==> config.mk <==
export PLATFORM = sky130hd
export DESIGN_NAME = rr_arbiter4
export DESIGN_NICKNAME = d
export VERILOG_FILES = /design/src/rtl/rr_arbiter4.sv
export SDC_FILE = /design/constraint.sdc
export NUM_CORES = 1
export LEC_CHECK = 0
export ABC_AREA = 1
export BUFFER_PORTS_ARGS = -buffer_cell sky130_fd_sc_hd__buf_2
export CAP_MARGIN = 25
export CORE_ASPECT_RATIO = 0.9
export CORE_MARGIN = 1
export CORE_UTILIZATION = 51
export DETAILED_ROUTE_END_ITERATION = 16
export HOLD_SLACK_MARGIN = 0.03
export PLACE_DENSITY_LB_ADDON = 0.12
export SETUP_SLACK_MARGIN = 0.1
export SYNTH_ARGS = -nofsm -noshare
export SYNTH_HDL_FRONTEND = slang
export SYNTH_SLANG_ARGS = --single-unit
==> constraint.sdc <==
create_clock -name CLK -period 1.6 [get_ports CLK]
set_clock_uncertainty 0.2 [all_clocks]
set_input_delay 0.08 -clock CLK [delete_from_list [all_inputs] [get_ports CLK]]
set_output_delay 0.08 -clock CLK [all_outputs]
set_load 0.1 [all_outputs]
==> src/rtl/rr_arbiter4.sv <==
// rr_arbiter4: four-requester round-robin arbiter with a per-owner hold limit.
//
// A winner is chosen by searching req starting at the priority pointer and
// wrapping modulo 4. The grant is registered and held until the owner
// releases, drops its request, or reaches MAX_HOLD consecutive cycles. Every
// ownership change passes through one dead cycle (GAP) for bus turnaround.
//
// Parameters:
//   MAX_HOLD       maximum consecutive grant cycles per owner, 0 = unlimited (0..255)
// Ports:
//   CLK            rising-edge clock
//   Reset_L        synchronous active-low reset
//   req[3:0]       level-sensitive request, bit i = master i
//   release_grant  current owner is finished (the plain name "release" is a
//                  SystemVerilog keyword); ignored outside GRANT
//   grant[3:0]     registered one-hot grant, or 4'b0000
//   grant_idx[1:0] index of the current or most recent owner
//   busy           high exactly while a grant is active
//   timeout        one-cycle pulse when a grant is revoked by the hold limit

module rr_arbiter4 #(
    parameter int unsigned MAX_HOLD = 16
) (
    input  logic       CLK,
    input  logic       Reset_L,
    input  logic [3:0] req,
    input  logic       release_grant,
    output logic [3:0] grant,
    output logic [1:0] grant_idx,
    output logic       busy,
    output logic       timeout
);

    typedef enum logic [1:0] {
        StIdle  = 2'd0,
        StGrant = 2'd1,
        StGap   = 2'd2
    } state_e;

    // With MAX_HOLD = 0 HoldLast wraps to 8'hFF but is never used.
    localparam bit       HoldEn   = (MAX_HOLD != 0);
    localparam logic [7:0] HoldLast = 8'(MAX_HOLD - 1);

    state_e     state_q, state_d;
    logic [1:0] ptr_q, ptr_d;
    logic [3:0] grant_q, grant_d;
    logic [1:0] idx_q, idx_d;
    logic [7:0] hold_q, hold_d;
    logic       timeout_q, timeout_d;

    logic       win_found;
    logic [1:0] win_idx;
    logic       limit_hit;
    logic       exit_grant;

    // Rotating search: ptr, ptr+1, ptr+2, ptr+3 (2-bit add wraps naturally).
    always_comb begin
        win_found = 1'b0;
        win_idx   = ptr_q;
        for (int i = 0; i < 4; i++) begin
            if (!win_found && req[ptr_q + 2'(i)]) begin
                win_found = 1'b1;
                win_idx   = ptr_q + 2'(i);
            end
        end
    end

    assign limit_hit  = HoldEn && (hold_q == HoldLast);
    assign exit_grant = release_grant || !req[idx_q] || limit_hit;

    always_comb begin
        state_d   = state_q;
        ptr_d     = ptr_q;
        grant_d   = grant_q;
        idx_d     = idx_q;
        hold_d    = hold_q;
        timeout_d = 1'b0;

        unique case (state_q)
            StIdle, StGap: begin
                if (win_found) begin
                    state_d = StGrant;
                    idx_d   = win_idx;
                    grant_d = 4'b0001 << win_idx;
                    hold_d  = 8'd0;
                end else begin
                    state_d = StIdle;
                    grant_d = 4'b0000;
                end
            end

            StGrant: begin
                if (exit_grant) begin
                    state_d   = StGap;
                    grant_d   = 4'b0000;
                    ptr_d     = idx_q + 2'd1;
                    // Only a pure limit expiry is reported; release or a
                    // dropped request take precedence.
                    timeout_d = !release_grant && req[idx_q];
                end else if (hold_q != 8'hFF) begin
                    hold_d = hold_q + 8'd1;
                end
            end

            default: begin
                state_d = StIdle;
                grant_d = 4'b0000;
            end
        endcase
    end

    always_ff @(posedge CLK) begin
        if (!Reset_L) begin
            state_q   <= StIdle;
            ptr_q     <= 2'd0;
            grant_q   <= 4'b0000;
            idx_q     <= 2'd0;
            hold_q    <= 8'd0;
            timeout_q <= 1'b0;
        end else begin
            state_q   <= state_d;
            ptr_q     <= ptr_d;
            grant_q   <= grant_d;
            idx_q     <= idx_d;
            hold_q    <= hold_d;
            timeout_q <= timeout_d;
        end
    end

    assign grant     = grant_q;
    assign grant_idx = idx_q;
    assign busy      = (state_q == StGrant);
    assign timeout   = timeout_q;

endmodule

Word-level counts from Yosys, hierarchy flattened. Cells that the tools add are included.

Flip-flop bits (word level): 19. Latch bits: 0. Bits in writable memories: 0. ROM bits: 0. Input bits: 7. Output and inout port bits: 8. Logic and storage cells: 70. Memories: 0.

Add/sub/neg operators: 5. $mul: 0. Div/mod/pow operators: 0. $lt $le $gt $ge: 5. Equality and inequality tests: 8. Shift-type cells: 1. Multiplexer cells: 27. Bitwise logic cells: 0. Reduce and logical (&&, ||, !) cells: 18.

Operator list (number): $mux W8 (3); $pmux W8 S2 (1); $lt A2 B3 Y1 const B (5); $bmux W1 S2 (5); $mux W1 (10); $add A8 B1 Y8 const B (1); $eq A8 B4 Y1 const B (1); $mux W2 (4); $mux W4 (2); $ne A8 B8 Y1 const B (1); $pmux W4 S2 (1); $logic_not A1 Y1 (5); $add A2 B1 Y2 const B (2); $add A2 B2 Y2 const B (2); $logic_and A1 B1 Y1 (4); $ne A2 B1 Y1 const B (2); $ne A2 B2 Y1 const B (2); $pmux W2 S2 (1); $reduce_and A2 Y1 (2); $reduce_and A4 Y1 (1); $shl A1 B2 Y4 const A (1); $reduce_and A3 Y1 (1); $eq A2 B1 Y1 const B (1); $eq A2 B2 Y1 const B (1); 4 further kinds (5).

Logic depth before layout (Yosys ltp). Gate-level depths: netlist of the first run.

Depth in word-level cells: 15. Gate-level depth with buffers: 14. Mapped depth without buffers: 13.

Worst setup path after synthesis of the first run. No wires, ideal clock.

Path kind: register -> register. Start: reg state_q[0]. End: reg hold_q[3]. Library setup time: 0.070 ns. Arrival: 2.726 ns. Data required time: 1.330 ns. Setup slack: -1.396 ns. Cell stages (with the launch flop): 9. Buffers on the path: 0. Period minus slack after synthesis: 2.996 ns. Path through: dfxtp_1 -> inv_1 -> nor2_1 -> inv_1 -> nor2_4 -> nand2_4 -> nand2_2 -> nand2_1 -> a21oi_1.

Elaborated cells on any way between the ends: 10. Classes of those cells: 5 x eq/ne; 1 x mux; 4 x reduce/logical.

RTL lines: from (decl) (line 44) `state_e state_q, state_d;`; from (signal assigned) (line 114) `state_q <= StIdle;`; from (signal assigned) (line 121) `state_q <= state_d;`; $eq A2 B1 Y1 (*); net busy (line 30) `output logic busy,`; $ne A2 B1 Y1 (no line) (tied with other cells); $reduce_and A4 Y1 (no line); to (signal assigned) (line 125) `hold_q <= hold_d;`; to (decl) (line 48) `logic [7:0] hold_q, hold_d;`.

The timed path passes the listed nets; every way through them passes the cells marked *. A chain may end at the register's enable or synchronous reset.

Worst setup path after layout of the first run.
Start: reg ptr_q[0]. End: reg grant_q[1], in the netlist grant[1].

Cells in the longest elaborated chain, start to end: 15. Elaborated cells on any way between the ends: 27. Classes of those cells: 3 x add/sub; 1 x shift; 17 x mux; 6 x reduce/logical.

Ends and longest elaborated chain: from (decl) (line 45) `logic [1:0] ptr_q, ptr_d;`; from (signal assigned) (line 122) `ptr_q <= ptr_d;`; branches (longest 13 deep; another with $add A2 B1 Y2); $mux W4 (*) (line 81) `if (win_found) begin`; $pmux W4 S2 (*) (line 79) `unique case (state_q)`; to (signal assigned) (line 123) `grant_q <= grant_d;`; to (decl) (line 46) `logic [3:0] grant_q, grant_d;`.

Every way passes the cells marked *. The select of a mux whose other input is x is not followed.

==> metrics, run 1 <==
Sw Share 55.1%; post-layout util 90.9%; distinct cell type count of the synthesized netlist 28; Synth Warn # 0; die area 2700 um2; first-pass GRT wire length 6590 um; FMAX 0.503 GHz; crit-path max FO 6; Hold Startpoint release_grant; Vias 1729; crit start category register; Comb power frac 72.5%; vias in the first global route 1525; floorplan row count 16; routability cong. 0.989; grt total ovfl 0; Initial Utilization 56.2%; chip width 54.7 um; final net count 260; post-synthesis adder-cell area fraction 0.983%; GRT Total Usage 33.3%; CP max stage cell dfxtp_4; Worst Reg-to-Reg Cells 10; # DRC 0; Worst-path clk slew 0.11 ns; Post-Syn Instances 199; Rel. slew slack 67.9%; final worst slack -0.387 ns; largest family of logic cells by synthesized area simple AND/OR/NAND/NOR gates; PwrDens 1610 nW/um2; Layout Cells excl Fill 278; Hold WS -0.0609 ns; net switching power 0.00183 W; share of layout cells above drive strength 1 54.6%; Critical R2R Launch ptr_q[0]$_SDFFE_PN0P_; setup violators final 15; Crit Path Class register to register; HPWL Detailed 2680 um; number of cells on the critical path 10; mean post-synth cell area 6.39 um2; Vias/cell 6.22; # IOs 15; fill cell count 85; Total Wirelength 5220 um; Placeable Area 2260 um2; static leakage 0.965 nW; Worst Max-Slew Pin Slew 0.484 ns; Final Hold Viols 1; max_cap viols 0; crit end category register; final worst path period need 1.99 ns; WL/cell 18.8 um; root buffer selected by CTS clkbuf_4; maximum clock path buffer count 2; Buffers & Inverters on Critical Path 2; # diodes 0; H-tree Lvls 1; status finished with violations; placed cell count 265; Worst-Skew Late Latency 0.31 ns; area of the mapped netlist 1270 um2; Routed Antenna Nets 0; drt first-iter violations 116; initial antenna violation count 0; Seq/Total Area, Yosys 29.9%; slowest stage delay, CP 0.45 ns; Min-Delay Path Depth 5; min-delay worst type input pin to register; Seq pwr share 19.7%; largest net degree at the start of global routing 14; CTS tree built; multiplexer area fraction after synthesis 0%; failing checks hold timing, setup timing; Yosys reg bits 19; worst path cell trace buf_4, nand2_1, nand3_1, nand2_1, nor2_4, nand4_1, nand2_2, buf_6, nand4_1, a21oi_1; Synth Area in Compound Gates 10.5%; drt pass-1 iters 7; period utilization 124%; internal power 0.00149 W; CP startpoint ptr_q[0]$_SDFFE_PN0P_; Synthesized Nets 207; final slew viol count 0; clock share of power 7.8%; I/O Buffers 14; WP data required 1.65 ns; xor-xnor portion of the synthesized cell area 4.13%; Num CTS Buffers 3; Worst EP arrival 2.04 ns; Crit path max-delay family simple AND/OR/NAND/NOR gates; synthesis-to-layout area growth 61.7%; clock sinks 19; die height 49.4 um; unrepaired setup endpoints after global routing yes; Peak VDD IR 1.53 mV; Hold-fix buffers, CTS 1; Post-Synth Simple-Gate Area 44.7%
-- area by class of cell --
cell class                 count  area (um2)  area share (%)
tap                           27        33.8            1.64
clock inverter                 1        5.00           0.243
sequential                    19         397            19.3
multi-input combinational    155        1080            52.6
timing repair buffer          54         432            21.0
clock buffer                   3        22.5            1.09
inverter                      19        86.3            4.20
-- power groups by stage --
stage | sequential (W) | clock, W | combinational [W]
after global routing | 0.000661 | 0.000271 | 0.00250
after floorplan | 0.00100 | 0 | 0.000871
after detailed placement | 0.000641 | 0 | 0.00168
after CTS | 0.000645 | 0.000250 | 0.00198
after global placement | 0.000637 | 0 | 0.00164
final | 0.000654 | 0.000258 | 0.00241
-- cell usage in the layout (no fill, tap or decap), types with 5 or more instances in the layout --
cell type / n
a21oi_1: 13
inv_1: 12
nand3_2: 6
nor2_1: 9
nand2_4: 20
buf_2: 11
nand2_2: 22
nand2_1: 34
nor2_4: 5
buf_6: 7
buf_4: 32
inv_2: 5
nand3_1: 16
dfxtp_1: 12
-- cell usage after synthesis, drive strengths merged --
master	number	area share, %
nand2	77	25
nand3	23	10
dfxtp	19	30
inv	19	5.8
a21oi	17	6.7
nor2	16	5.5
o21ai	6	2.7
buf	5	3.6
nand4	4	2.5
xnor2	3	2.1
xor2	3	2.1
nor3	2	0.79
o211ai	2	1.2
clkbuf	1	0.29
ha	1	0.98
nor4	1	0.49
-- tightest hold or removal path, stage by stage --
cell     delay [ns]
buf_2          0.09
a21oi_2        0.04
buf_4          0.12
nand2_1        0.06
inv_1          0.03
-- metal layers --
layer	routed length (um)	vias to the layer above	track usage, %	share of wire (%)
li1	-	746	-	-
met1	1900	812	44.2	36
met2	2490	141	51.2	48
met3	576	30	7.48	11
met4	263	0	12.0	5.0
met5	0	-	0	0
-- per-stage QoR --
step / setup WS [ns] / TNS, ns / power [W] / area [um2] / hold WS (ns)
CTS: -0.202 / -2.38 / 0.00288 / 1870 / -0.0455
detailed placement: -0.302 / -3.46 / 0.00232 / 1630 / 0.168
global placement: -0.286 / -2.46 / 0.00228 / 1630 / 0.163
global route: -0.436 / -5.44 / 0.00343 / 2060 / -0.0401
floorplan: -0.263 / -2.75 / 0.00188 / 1320 / -0.00433
finish: -0.387 / -4.64 / 0.00332 / 2060 / -0.0609
-- worst paths after layout --
path	end	slack (ns)
worst min register to register	grant[1]$_SDFFE_PN0P_	0.28
worst min-delay path	timeout$_SDFF_PN0_	-0.06
worst max-delay path	grant[1]$_SDFFE_PN0P_	-0.39
worst max register to register	grant[1]$_SDFFE_PN0P_	-0.39
-- state kept, by name, indices dropped and copies added, names as in the netlist --
signal,count
grant,4
grant_idx,2
hold_q,8
ptr_q,2
state_q,2
timeout,1
-- logic make-up after synthesis --
kind of cell             after synthesis
XOR/XNOR                               6
flip-flops                            19
AO/OA/AOI/OAI                         25
buffers and inverters                 25
adder cells (fa/ha/maj)                1
AND/OR/NAND/NOR                      123
-- timing repair --
| action | in CTS | in global routing |
|---|---|---|
| endpoints found under the setup margin | 21 | 19 |
| gates cloned | 0 | 0 |
| gates resized for setup | 52 | 41 |
| buffers inserted | 4 | 4 |
| hold endpoints to repair | 7 | 2 |
| pin swaps | 7 | 17 |
(Power assumes the default switching activity.)
==> inputs of run 2 (changes only) <==
--- a/config.mk
+++ b/config.mk
@@ -13,7 +13,7 @@
 export CORE_UTILIZATION = 51
 export DETAILED_ROUTE_END_ITERATION = 16
 export HOLD_SLACK_MARGIN = 0.03
-export PLACE_DENSITY_LB_ADDON = 0.12
+export PLACE_DENSITY = 0.81
 export SETUP_SLACK_MARGIN = 0.1
 export SYNTH_ARGS = -nofsm -noshare
 export SYNTH_HDL_FRONTEND = slang
==> run 2 against run 1 <==
The flow finishes with violations (setup timing). Clock power barely moved. Sequential share of layout area fell by 0.10 points. Die area did not move. Cell area is 0.85% higher. Critical endpoint unchanged.
==> metrics, run 2 (synthesis results as in run 1) <==
Num CTS Buffers 3 (unchanged); period utilization 123% (was 124%); unrepaired setup endpoints after global routing yes (unchanged); max_cap viols 0 (unchanged); worst path cell trace buf_6, nand2_1, nand2_1, nand2_1, nand2_2, nor2_2, nand4_1, nand2_2, buf_4, nand4_1, a21oi_1 (was buf_4, nand2_1, nand3_1, nand2_1, nor2_4, nand4_1, nand2_2, buf_6, nand4_1, a21oi_1); clock sinks 19 (unchanged); Final Hold Viols 0 (was 1); Crit path top cell by count nand2_1; maximum clock path buffer count 2 (unchanged); # diodes 0 (unchanged); drt pass-1 iters 5 (was 7); PwrDens 1620 nW/um2 (was 1610 nW/um2); static leakage 0.970 nW (was 0.965 nW); final net count 271 (was 260); Min-Delay Path Depth 6 (was 5); Design Area, Final 2070 um2 (was 2060 um2); FMAX 0.508 GHz (was 0.503 GHz); Vias 1796 (was 1729); first-pass GRT wire length 7230 um (was 6590 um); share of layout cells above drive strength 1 50.8% (was 54.6%); H-tree Lvls 1 (unchanged); Worst Max-Slew Pin Slew 0.488 ns (was 0.484 ns); final slew viol count 0 (unchanged); min-delay worst type input pin to register (unchanged); status finished with violations (unchanged); drt first-iter violations 144 (was 116); final worst path period need 1.97 ns (was 1.99 ns); grt total ovfl 0 (unchanged); slowest stage delay, CP 0.40 ns (was 0.45 ns); crit start category register (unchanged); WP data required 1.66 ns (was 1.65 ns); Total Wirelength 5660 um (was 5220 um); Crit Path Class register to register (unchanged); Worst-path clk slew 0.13 ns (was 0.11 ns); # DRC 0 (unchanged); Crit path max-delay family simple AND/OR/NAND/NOR gates (unchanged); CP max stage cell dfxtp_4 (unchanged); final worst slack -0.368 ns (was -0.387 ns); Routed Antenna Nets 0 (unchanged); register name with the most flops hold_q (unchanged); Initial Utilization 56.2% (unchanged); routability cong. 0.861 (was 0.989); number of cells on the critical path 11 (was 10); commonest non-fill, non-tap cell in the layout nand2_1 (unchanged); commonest cells after routing, fill and taps aside nand2_1 (50), buf_4 (41), nand2_2 (18) (was nand2_1 (34), buf_4 (32), nand2_2 (22)); Worst EP arrival 2.02 ns (was 2.04 ns); die area 2700 um2 (unchanged); Worst-Skew Late Latency 0.32 ns (was 0.31 ns); Buffers & Inverters on Critical Path 2 (unchanged); vias in the first global route 1624 (was 1525); crit-path max FO 6 (unchanged); Final Power 0.00337 W (was 0.00332 W); initial antenna violation count 0 (unchanged); crit end category register (unchanged); GRT Total Usage 36.7% (was 33.3%); max FFs per register 8 (unchanged); die height 49.4 um (unchanged); WL/cell 19.6 um (was 18.8 um); I/O Buffers 14 (unchanged); Hold WS 0.0500 ns (was -0.0609 ns); chip width 54.7 um (unchanged); Rel. slew slack 67.7% (was 67.9%); Peak VDD IR 1.60 mV (was 1.53 mV); Worst Reg-to-Reg Cells 11 (was 10); root buffer selected by CTS clkbuf_4 (unchanged); # IOs 15 (unchanged); floorplan row count 16 (unchanged); Placeable Area 2260 um2 (unchanged); placed inst area 1580 um2 (was 1630 um2); setup TNS -4.36 ns (was -4.64 ns); CTS tree built (unchanged); largest net degree at the start of global routing 14 (unchanged); Vias/cell 6.21 (was 6.22); failing checks setup timing (was hold timing, setup timing); setup violators final 17 (was 15); synthesis-to-layout area growth 63.0% (was 61.7%); HPWL Detailed 2650 um (was 2680 um)
-- run 2: cell type report --
cell class,count,area [um2]
fillers,91,188
inverters,19,86.3
well taps,27,33.8
clock inverters,1,7.51
repair buffers,64,522
multi-input cells,156,1000
flip-flops and latches,19,398
clock buffers,3,22.5
-- run 2: worst reg2reg max path: stages (launching register included) --
cell	delay, ns
dfxtp_4	0.40
buf_6	0.15
nand2_1	0.05
nand2_1	0.08
nand2_1	0.12
nand2_2	0.10
nor2_2	0.12
nand4_1	0.20
nand2_2	0.19
buf_4	0.13
nand4_1	0.07
a21oi_1	0.12
-- run 2: metrics by stage --
stage	util, %	cells	setup slack, ns
after floorplan	-	199	-0.263
after global placement	70.0	261	-0.220
after detailed placement	70.0	261	-0.373
after CTS	85.9	282	-0.219
after global routing	91.7	289	-0.420
final	91.7	289	-0.368
-- run 2: final timing paths --
check | slack [ns] | endpoint | from
worst max-delay path | -0.37 | grant[1]$_SDFFE_PN0P_ | ptr_q[0]$_SDFFE_PN0P_
worst min-delay path | 0.05 | hold_q[1]$_SDFFE_PN0P_ | release_grant
worst max register to register | -0.37 | grant[1]$_SDFFE_PN0P_ | ptr_q[0]$_SDFFE_PN0P_
worst min register to register | 0.30 | grant[1]$_SDFFE_PN0P_ | grant[1]$_SDFFE_PN0P_
-- run 2: metal layers --
layer  global-route usage (%)  part of all wire, %  up-vias
met2                     62.9                   47      155
met3                     7.48                  9.0       45
met1                     40.5                   37      830
met4                     19.2                  6.6        0
met5                        0                    0        -
li1                         -                    -      766
-- run 2: power breakdown --
part           leakage [nW]  internal [W]  total, W  switching (W)
clock network        0.0139     0.0000955  0.000259       0.000163
logic                 0.798      0.000872   0.00243        0.00156
registers             0.158      0.000574  0.000678       0.000104
-- run 2: timing repair --
action                                  4_1_cts  5_1_grt
endpoints found under the setup margin       21       21
gates cloned                                  2        0
gates resized for setup                      48       25
hold buffers                                  1        0
pin swaps                                    34       14
buffers inserted                             14        7
endpoints found under the hold margin         7        0
==> inputs of run 3 (changes only) <==
--- a/config.mk
+++ b/config.mk
@@ -14,6 +14,7 @@
 export DETAILED_ROUTE_END_ITERATION = 16
 export HOLD_SLACK_MARGIN = 0.03
 export PLACE_DENSITY = 0.81
+export RECOVER_POWER = 50
 export SETUP_SLACK_MARGIN = 0.1
 export SYNTH_ARGS = -nofsm -noshare
 export SYNTH_HDL_FRONTEND = slang
==> run 3 against run 2 <==
The flow still finishes with violations (setup timing). Worst setup slack lost 0.0049 ns. Wire length fell by 1.1%. Power about the same.
==> metrics, run 3 (synthesis results as in run 1) <==
chip width 54.7 um (unchanged); PwrDens 1620 nW/um2 (about the same); status finished with violations (unchanged); Num CTS Buffers 3 (unchanged); share of layout cells above drive strength 1 50.8% (unchanged); CP max stage cell dfxtp_4 (unchanged); period utilization 123% (about the same); Crit path max-delay family simple AND/OR/NAND/NOR gates (unchanged); synthesis-to-layout area growth 63.0% (unchanged); setup violators final 17 (unchanged); commonest non-fill, non-tap cell in the layout nand2_1 (unchanged); vias in the first global route 1624 (unchanged); CTS tree built (unchanged); largest net degree at the start of global routing 14 (unchanged); placed cell count 261 (unchanged); # DRC 0 (unchanged); min-delay worst type input pin to register (unchanged); Worst Max-Slew Pin Slew 0.543 ns (was 0.488 ns); crit end category register (unchanged); number of cells on the critical path 11 (unchanged); fill cell count 91 (unchanged); first-pass GRT wire length 7230 um (unchanged); HPWL Detailed 2650 um (unchanged); Routed Antenna Nets 0 (unchanged); crit-path max FO 6 (unchanged); Final Power 0.00337 W (about the same); Worst-Skew Late Latency 0.32 ns (about the same); I/O Buffers 14 (unchanged); Initial Utilization 56.2% (unchanged); Buffers & Inverters on Critical Path 2 (unchanged); Layout Cells excl Fill 289 (unchanged); Vias 1780 (was 1796); Worst-path clk slew 0.13 ns (about the same); FMAX 0.507 GHz (was 0.508 GHz); final worst path period need 1.97 ns (about the same); drt pass-1 iters 4 (was 5); Worst EP arrival 2.03 ns (was 2.02 ns); worst path cell trace buf_6, nand2_1, nand2_1, nand2_1, nand2_2, nor2_2, nand4_1, nand2_2, buf_4, nand4_1, a21oi_1 (unchanged); Vias/cell 6.16 (was 6.21); drt first-iter violations 142 (was 144); final net count 271 (unchanged); Total Wirelength 5600 um (was 5660 um); Crit path top cell by count nand2_1 (unchanged); crit start category register (unchanged); # diodes 0 (unchanged); unrepaired setup endpoints after global routing yes (unchanged); H-tree Lvls 1 (unchanged); WP data required 1.66 ns (about the same); clock sinks 19 (unchanged); max FFs per register 8 (unchanged); max_cap viols 0 (unchanged); Rel. slew slack 64.0% (was 67.7%); die area 2700 um2 (unchanged); maximum clock path buffer count 2 (unchanged); die height 49.4 um (unchanged); # IOs 15 (unchanged); Crit Path Class register to register (unchanged); initial antenna violation count 0 (unchanged); root buffer selected by CTS clkbuf_4 (unchanged); Peak VDD IR 1.61 mV (was 1.60 mV); Worst Reg-to-Reg Cells 11 (unchanged); routability cong. 0.861 (unchanged); Final Hold Viols 0 (unchanged); Min-Delay Path Depth 6 (unchanged); Placeable Area 2260 um2 (unchanged); grt total ovfl 0 (unchanged); failing checks setup timing (unchanged); GRT Total Usage 36.7% (unchanged); register name with the most flops hold_q (unchanged); static leakage 0.967 nW (was 0.970 nW); WL/cell 19.4 um (was 19.6 um); commonest cells after routing, fill and taps aside nand2_1 (50), buf_4 (41), nand2_2 (18) (unchanged); final worst slack -0.373 ns (was -0.368 ns); slowest stage delay, CP 0.40 ns (about the same); final slew viol count 0 (unchanged); floorplan row count 16 (unchanged)
run 3: changes by cell type in the layout (fill, tap and decap cells not counted):
cell      previous run  this run
buf_2               11         6
clkbuf_2             0         5
run 3: what timing repair did:
action / in CTS / in global routing
cloned: 2 / 0
hold endpoints to repair: 7 / 0
buffers inserted: 14 / 7
pin swaps: 34 / 14
endpoints found under the setup margin: 21 / 21
hold buffers: 1 / 0
resized for setup: 48 / 25
run 3: where the power goes:
part / total [W] / switching [W] / internal [W] / leakage [nW]
logic: 0.00243 / 0.00156 / 0.000870 / 0.794
clock network: 0.000261 / 0.000166 / 0.0000955 / 0.0139
registers: 0.000678 / 0.000104 / 0.000574 / 0.158
total: 0.00337 / 0.00183 / 0.00154 / 0.967
run 3: routing by layer:
| metal | part of all wire, % | track usage (%) | vias to the layer above |
|---|---|---|---|
| li1 | - | - | 766 |
| met1 | 37 | 40.5 | 818 |
| met2 | 47 | 62.9 | 149 |
| met3 | 8.8 | 7.48 | 47 |
| met4 | 6.8 | 19.2 | 0 |
| met5 | 0 | 0 | - |
run 3: worst paths after layout:
kind,startpoint,end,slack (ns)
setup / recovery,ptr_q[0]$_SDFFE_PN0P_,grant[1]$_SDFFE_PN0P_,-0.37
hold / removal,release_grant,hold_q[1]$_SDFFE_PN0P_,0.05
setup reg to reg,ptr_q[0]$_SDFFE_PN0P_,grant[1]$_SDFFE_PN0P_,-0.37
hold reg to reg,grant[1]$_SDFFE_PN0P_,grant[1]$_SDFFE_PN0P_,0.29
run 3: worst reg2reg max path, delay by kind of cell, from the launching register on:
kind            cells  cell delay, ns
flops               1            0.40
simple gates        8            0.94
buf+inv             2            0.27
compound gates      1            0.12
run 3: area by class of cell:
cell class | instances | area, um2 | area share, %
multi-input cells | 156 | 1000 | 48.4
flip-flops and latches | 19 | 398 | 19.2
well taps | 27 | 33.8 | 1.63
clock inverters | 1 | 7.51 | 0.362
inverters | 19 | 86.3 | 4.16
repair buffers | 64 | 522 | 25.2
clock buffers | 3 | 22.5 | 1.09
run 3: per-stage QoR:
step                      worst slack (ns)  hold slack [ns]  util, %  setup TNS, ns  cell area, um2
after floorplan                     -0.263         -0.00433        -          -2.75            1320
after detailed placement            -0.373            0.152     70.0          -3.83            1580
final                               -0.373           0.0462     91.7          -4.40            2070
after global routing                -0.420           0.0674     91.7          -5.72            2070
after CTS                           -0.219          -0.0673     85.9          -2.41            1940
after global placement              -0.220            0.150     70.0          -2.44            1580
